$ cat src/rtl/sha256_pipe_core.sv
// sha256_pipe_core: SHA-256 block compression with 1/2/4 rounds per clock and optional digest chaining
module sha256_pipe_core #(
  parameter int UNROLL = 1,
  parameter bit CHAIN_EN = 1
) (
  input  logic         clk,
  input  logic         rst,
  input  logic         in_valid,
  output logic         in_ready,
  input  logic         in_first,
  input  logic [511:0] in_data,
  input  logic [255:0] iv_in,
  output logic         out_valid,
  input  logic         out_ready,
  output logic [255:0] digest
);
  if (UNROLL != 1 && UNROLL != 2 && UNROLL != 4) begin : g_bad_unroll
    $error("UNROLL must be 1, 2 or 4");
  end
  localparam logic [0:63][31:0] K = {
    32'h428a2f98, 32'h71374491, 32'hb5c0fbcf, 32'he9b5dba5, 32'h3956c25b, 32'h59f111f1, 32'h923f82a4, 32'hab1c5ed5,
    32'hd807aa98, 32'h12835b01, 32'h243185be, 32'h550c7dc3, 32'h72be5d74, 32'h80deb1fe, 32'h9bdc06a7, 32'hc19bf174,
    32'he49b69c1, 32'hefbe4786, 32'h0fc19dc6, 32'h240ca1cc, 32'h2de92c6f, 32'h4a7484aa, 32'h5cb0a9dc, 32'h76f988da,
    32'h983e5152, 32'ha831c66d, 32'hb00327c8, 32'hbf597fc7, 32'hc6e00bf3, 32'hd5a79147, 32'h06ca6351, 32'h14292967,
    32'h27b70a85, 32'h2e1b2138, 32'h4d2c6dfc, 32'h53380d13, 32'h650a7354, 32'h766a0abb, 32'h81c2c92e, 32'h92722c85,
    32'ha2bfe8a1, 32'ha81a664b, 32'hc24b8b70, 32'hc76c51a3, 32'hd192e819, 32'hd6990624, 32'hf40e3585, 32'h106aa070,
    32'h19a4c116, 32'h1e376c08, 32'h2748774c, 32'h34b0bcb5, 32'h391c0cb3, 32'h4ed8aa4a, 32'h5b9cca4f, 32'h682e6ff3,
    32'h748f82ee, 32'h78a5636f, 32'h84c87814, 32'h8cc70208, 32'h90befffa, 32'ha4506ceb, 32'hbef9a3f7, 32'hc67178f2
  };
  typedef enum logic [1:0] {IDLE, ROUND, FINAL, HOLD} state_t;
  state_t state_q, state_d;
  logic [5:0] t_q;
  logic [15:0][31:0] w_q;
  logic [7:0][31:0] st_q;
  logic [255:0] chain_q, digest_q, src;
  function automatic logic [31:0] ror(input logic [31:0] x, input int n);
    return (x >> n) | (x << (32 - n));
  endfunction
  function automatic logic [15:0][31:0] w_next(input logic [15:0][31:0] w);
    logic [15+UNROLL:0][31:0] e;
    e[15:0] = w;
    for (int i = 0; i < UNROLL; i++)
      e[16+i] = (ror(e[14+i], 17) ^ ror(e[14+i], 19) ^ (e[14+i] >> 10)) + e[9+i]
              + (ror(e[1+i], 7) ^ ror(e[1+i], 18) ^ (e[1+i] >> 3)) + e[i];
    return e[15+UNROLL:UNROLL];
  endfunction
  function automatic logic [7:0][31:0] rounds(input logic [7:0][31:0] s, input logic [15:0][31:0] w, input logic [5:0] t);
    logic [31:0] t1, t2;
    for (int i = 0; i < UNROLL; i++) begin
      t1 = s[7] + (ror(s[4], 6) ^ ror(s[4], 11) ^ ror(s[4], 25)) + ((s[4] & s[5]) ^ (~s[4] & s[6]))
         + K[t + 6'(i)] + w[i];
      t2 = (ror(s[0], 2) ^ ror(s[0], 13) ^ ror(s[0], 22)) + ((s[0] & s[1]) ^ (s[0] & s[2]) ^ (s[1] & s[2]));
      s = {s[6:4], s[3] + t1, s[2:0], t1 + t2};
    end
    return s;
  endfunction
  assign src = (!CHAIN_EN || in_first) ? iv_in : digest_q;
  assign digest = digest_q;
  // next state and handshake outputs
  always_comb begin
    in_ready = state_q == IDLE;
    out_valid = state_q == HOLD;
    state_d = state_q == IDLE ? (in_valid ? ROUND : IDLE) :
              state_q == ROUND ? (t_q == 6'(64 - UNROLL) ? FINAL : ROUND) :
              state_q == FINAL ? HOLD : (out_ready ? IDLE : HOLD);
  end
  // state register, message window, working variables and digest
  always_ff @(posedge clk) begin
    if (rst) begin
      state_q <= IDLE;
      t_q <= '0;
      w_q <= '0;
      st_q <= '0;
      chain_q <= '0;
      digest_q <= '0;
    end else begin
      state_q <= state_d;
      if (state_q == IDLE && in_valid) begin
        t_q <= '0;
        chain_q <= src;
        for (int i = 0; i < 16; i++) w_q[i] <= in_data[511-32*i -: 32];
        for (int i = 0; i < 8; i++) st_q[i] <= src[255-32*i -: 32];
      end
      if (state_q == ROUND) begin
        st_q <= rounds(st_q, w_q, t_q);
        w_q <= w_next(w_q);
        t_q <= t_q + 6'(UNROLL);
      end
      if (state_q == FINAL)
        for (int i = 0; i < 8; i++) digest_q[255-32*i -: 32] <= chain_q[255-32*i -: 32] + st_q[i];
    end
  end
endmodule

$ cat config.mk
export PLATFORM = sky130hd
export DESIGN_NAME = sha256_pipe_core
export DESIGN_NICKNAME = d
export VERILOG_FILES = /design/src/rtl/sha256_pipe_core.sv
export SDC_FILE = /design/constraint.sdc
export NUM_CORES = 2
export LEC_CHECK = 0
export CAP_MARGIN = 20
export CORE_ASPECT_RATIO = 0.7
export CORE_MARGIN = 2
export CORE_UTILIZATION = 55
export CTS_BUF_LIST = sky130_fd_sc_hd__clkbuf_8
export DETAILED_ROUTE_END_ITERATION = 8
export MAX_ROUTING_LAYER = met4
export PLACE_DENSITY = 0.87
export SLEW_MARGIN = 15
export SYNTH_ARGS = -nofsm -noshare
export SYNTH_HDL_FRONTEND = slang
export SYNTH_SLANG_ARGS = --single-unit
$ cat constraint.sdc
create_clock -name clk -period 10.1 [get_ports clk]
set_input_delay 2.525 -clock clk [delete_from_list [all_inputs] [get_ports clk]]
set_output_delay 2.525 -clock clk [all_outputs]
set_load 0.01 [all_outputs]
Word-level counts from Yosys, hierarchy flattened
Memory sizes are Yosys's and may differ from the RTL's.
Index checks and enable logic that the tools add are counted.
{"block": "word_totals", "elab_cells": 99, "mem_count": 1, "out_inout_bits": 258, "romBits": 2048, "reg_bits": 1288}
{"name": "(no name shown)", "depth": 64, "word_bits": 32, "read_ports": 1, "rd_ports_with_merged_regs": 0, "write_ports": 0, "line": "51", "source": "+ K[t + 6'(i)] + w[i];"}
{"block": "classes", "bitwise_logic": 28, "n_addsub": 19, "eq_ne": 4, "n_reduce_logical": 3, "muxes": 15, "magnitude_cmp": 1}
{"cell": "$mux W512", "n": 2}
{"cell": "$mux W256", "n": 3}
{"cell": "$add A32 B32 Y32", "n": 18}
{"cell": "$xor A32 B32 Y32", "n": 9}
{"cell": "$and A32 B32 Y32", "n": 5}
{"cell": "$mux W32", "n": 2}
{"cell": "$not A32 Y32", "n": 1}
{"cell": "$or A10 B32 Y32", "n": 1}
{"cell": "$or A13 B32 Y32", "n": 1}
{"cell": "$or A14 B32 Y32", "n": 1}
{"cell": "$or A15 B32 Y32", "n": 1}
{"cell": "$or A19 B32 Y32", "n": 1}
{"cell": "$or A21 B32 Y32", "n": 1}
{"cell": "$or A25 B32 Y32", "n": 1}
{"cell": "$or A26 B32 Y32", "n": 1}
{"cell": "$or A30 B32 Y32", "n": 1}
{"cell": "$or A7 B32 Y32", "n": 1}
{"cell": "$xor A32 B22 Y32", "n": 1}
{"cell": "$xor A32 B29 Y32", "n": 1}
{"cell": "$mux W6", "n": 2}
{"cell": "$mux W2", "n": 5}
{"cell": "$ge A7 B7 Y1 const B", "n": 1}
{"cell": "$not A6 Y7", "n": 1}
{"cell": "$add A6 B1 Y6 const B", "n": 1}
{"cell": "other kinds (7)", "n": 8}

Depth between registers and ports, before layout
{"block": "logic_depth", "depth_word": 9, "ltp_mapped": 37, "ltp_nobuf": 36}

Least setup slack after synthesis
No wires, ideal clock.
{"block": "synth_timing", "path_type": "register -> register", "startpoint": "reg t_q[2]", "endpoint": "reg st_q[31] in the netlist's numbering", "period_less_slack_ns": 7.828, "stages_incl_launch_ff": 35, "arrival_ns": 7.695, "required_ns": 9.967, "path_slack_ns": 2.272, "path_cell_list": "dfxtp_1 inv_1 clkbuf_1 clkbuf_1 ha_1 clkbuf_1 nor2_1 o21ai_0 nand3_1 o211ai_1 o21ai_0 fa_1 inv_1 ha_1 and4_1 and3_1 nand3_1 nand3_1 a21o_1 a21o_1 a41o_1 or2_2 fa_1 inv_1 ha_1 a2111oi_0 o21ai_1 a41o_1 or3_1 o31ai_2 o21ai_1 o21a_1 o31ai_1 xnor2_1 a21oi_1"}
{"block": "synth_between", "elab_chain_len": 8}
{"item": "from (decl)", "line": "32", "source": "logic [5:0] t_q;"}
{"item": "from (signal assigned)", "line": "87", "source": "t_q <= t_q + 6'(UNROLL);"}
{"item": "$not A6 Y7 (implied by the code)", "line": "51"}
{"item": "$mem_v2 Z64 W32"}
{"item": "$mux W32 (implied by the code) (2 in series)", "line": "51"}
{"item": "$add A32 B32 Y32 (2 in series)", "line": "51"}
{"item": "$add A32 B32 Y32", "line": "53", "source": "s = {s[6:4], s[3] + t1, s[2:0], t1 + t2};"}
{"item": "$mux W256", "line": "84", "source": "if (state_q == ROUND) begin"}
{"item": "to (signal assigned)", "line": "85", "source": "st_q <= rounds(st_q, w_q, t_q);"}
{"item": "to (decl)", "line": "34", "source": "logic [7:0][31:0] st_q;"}
Every way passes these cells. The select of a mux whose other input is x is not followed.
A chain may end at the register's enable or synchronous reset.

Worst setup path in the final report
{"block": "layout_timing", "startpoint": "reg t_q[2]", "endpoint": "reg st_q[29] in the netlist's numbering"}
The elaborated chain is that of the path after synthesis.

==> run summary <==
Period minus WS final: 8.90 ns
Full die area: 0.149 sq mm
Delay-heaviest family, CP: compound AO/OA/AOI/OAI gates
Initial Util: 0.553
Number of I/O pins: 1031
Layout cell share with drive strength beyond 1: 0.0513
Post-synth design cell area: 0.0803 sq mm
CTS resizes: 0
Number of synthesized flops with an enable pin: 0
Final WL: 357 mm
Leak pwr: 0.0388 uW
Area contributors post-synth: dfxtp_1 32%, nand2_1 7.6%, ha_1 6.2%, nor2_1 6.1%, a311oi_1 5.4%
Sequential element share of the synthesized area: 0.321
Clk_lat worst skew: 1.00 ns
HP Class: reg2reg
Initial antenna violation count: 66
Cell Pwr Density: 382 mW/mm^2
Outcome: complete, no violations
Biggest area consumer among synthesized cells: dfxtp_1
Fillers: 12100
Grt ovf: 0
Placed inst area: 0.0911 sq mm
Clk pwr share: 0.131
Syn_area_per_cell: 7.72 sq um
Setup ws final: 1.20 ns
CTS tree: done
Async S/R FF share, synth: 0
Largest net degree at the start of global routing: 237
Crit Path Max Fanout: 28
Clock transition at path regs: 0.07 ns
Gr usage total: 0.472
Fin. max-slew vios: 0
Critical-path top delay cell: fa_1
Most frequent cell after synthesis: nand2_1
Register bit count reported by yosys: 1288
Syn_nets: 11800
Routed WL per cell: 27.2 um
Post-CTS Setup Bufs: 0
Max Cap Viol: 0
YS warnings: 0
Die Y: 324 um
DRC violations left: 0
F_max: 112 MHz
Tot Pwr: 36500 uW
# nets final: 12300
Dpl ws: 1.35 ns
Total CTS buffers: 195
RSZ-0062 raised after global routing: false
Core area: 0.145 sq mm
First-pass GRT wire length: 508 mm
Post-synth top area share: 0.321
Sw frac: 0.524
Port bufs: 1030
Setup_tns: 0 ns
CP peak stage delay: 0.62 ns
Routability cong.: 1.11
VDD IR max: 0.000876 V
CTS H-tree lvls: 4
Finish-stage setup viols: 0
DR iter-0 viols: 12900
Internal Power: 17400 uW
Rows: 117
Hold Violations, Final: 0
Via/cell ratio: 6.41
Worst path required time: 10.94 ns
Vias: 84200
WP data arrival: 9.75 ns
Synth Instances: 10400
Final period util: 0.882
WS Path Type: reg2reg
Skew final: 0.0444 ns
Post-synth top cells: 1618 x nand2_1, 1305 x nor2_1, 1288 x dfxtp_1
Root Driver: clkbuf_8
Worst Setup End Kind: flop
Worst-margin pin slew: 1.20 ns
Post-DRT Antenna Nets: 0
Cts hold-fix bufs: 0
NetSw: 19100 uW
Deepest clock path buffer count: 3
Post-detail-place hpwl: 273 mm
Drt pass-1 iters: 6
Main synth FF type: dfxtp_1
Area growth, synth to finish: 19.1%
Post-route design area: 0.0956 sq mm
WP buf/inv: 5
Sequential share of power: 0.174
Crit start category: flop
Max-Slew Margin vs Limit: 0.193
Gate power share: 0.695
Width of the die: 461 um
Vias in the first global route: 76600
Sink Count: 1288
Synth cell types: 85
## worst register-to-register path, delay by kind of cell (launching register included)
kind	cells	cell delay, ns
simple gates	8	1.51
flops	1	0.32
compound gates	16	3.62
fa+ha+maj	5	2.20
buf+inv	5	1.13
## metrics by stage
stage,instances,utilization,hold slack [ns]
floorplan,10400,-,0.440
global placement,12700,0.628,0.447
detailed placement,12700,0.628,0.449
CTS,13100,0.658,0.461
global route,13100,0.659,0.479
finish,13100,0.659,0.460
## kinds of logic after synthesis
kind of cell	count (synthesis)	synth area share
AO/OA/AOI/OAI	2613	0.221
XOR/XNOR	505	0.0551
adder cells (fa/ha/maj)	596	0.111
buffers and inverters	1299	0.0608
flip-flops	1288	0.321
multiplexers	142	0.0196
AND/OR/NAND/NOR	3954	0.211
## worst paths after layout
kind / startpoint / to / slack, ns / cells after the start
max: t_q[2] / st_q[29] / 1.20 / 34
min reg2reg: chain_q[242] / chain_q[242] / 0.46 / 2
max reg2reg: t_q[2] / st_q[29] / 1.20 / 34
min: chain_q[242] / chain_q[242] / 0.46 / 2
## area by class of cell
type / instances / area (sq um) / share of cell area
Clock inverter: 106 / 791 / 0.00827
Clock buffer: 253 / 3480 / 0.0364
Sequential cell: 1288 / 25800 / 0.270
Multi-Input combinational cell: 7810 / 49600 / 0.519
Antenna cell: 73 / 183 / 0.00191
Tap cell: 1963 / 2460 / 0.0257
Timing Repair Buffer: 1146 / 11400 / 0.119
Inverter: 493 / 1850 / 0.0194
## registers in the layout, indices dropped and copies added (netlist names)
name	cells
digest	256
t_q	6
w_q	512
chain_q	256
state_q	2
st_q	256
## layout by cell type (no fill, tap or decap), types with 318 or more instances in the layout
cell type	count
a21oi_1	719
a311oi_1	498
clkdlybuf4s50_1	1028
dfxtp_1	1284
ha_1	395
inv_1	529
nand2_1	1616
nor2_1	1304
nor3_1	382
o21ai_0	318
xnor2_1	325
## metal layers
metal | GRT usage | vias to the layer above | wire, um
met5 | - | - | 0
met4 | 0.236 | 0 | 20500
met3 | 0.167 | 1074 | 54300
met2 | 0.630 | 5841 | 141000
met1 | 0.622 | 40000 | 141000
li1 | - | 37300 | -
## power groups by stage
stage	registers [uW]	clock network (uW)	logic (uW)
2_1_floorplan	5860	0	16100
3_3_place_gp	6350	0	23700
5_1_grt	6320	5000	27100
6_report	6340	4790	25400
3_5_place_dp	6370	0	24000
4_1_cts	6260	4760	24200
No activity file was read; power rests on OpenSTA's default activity.
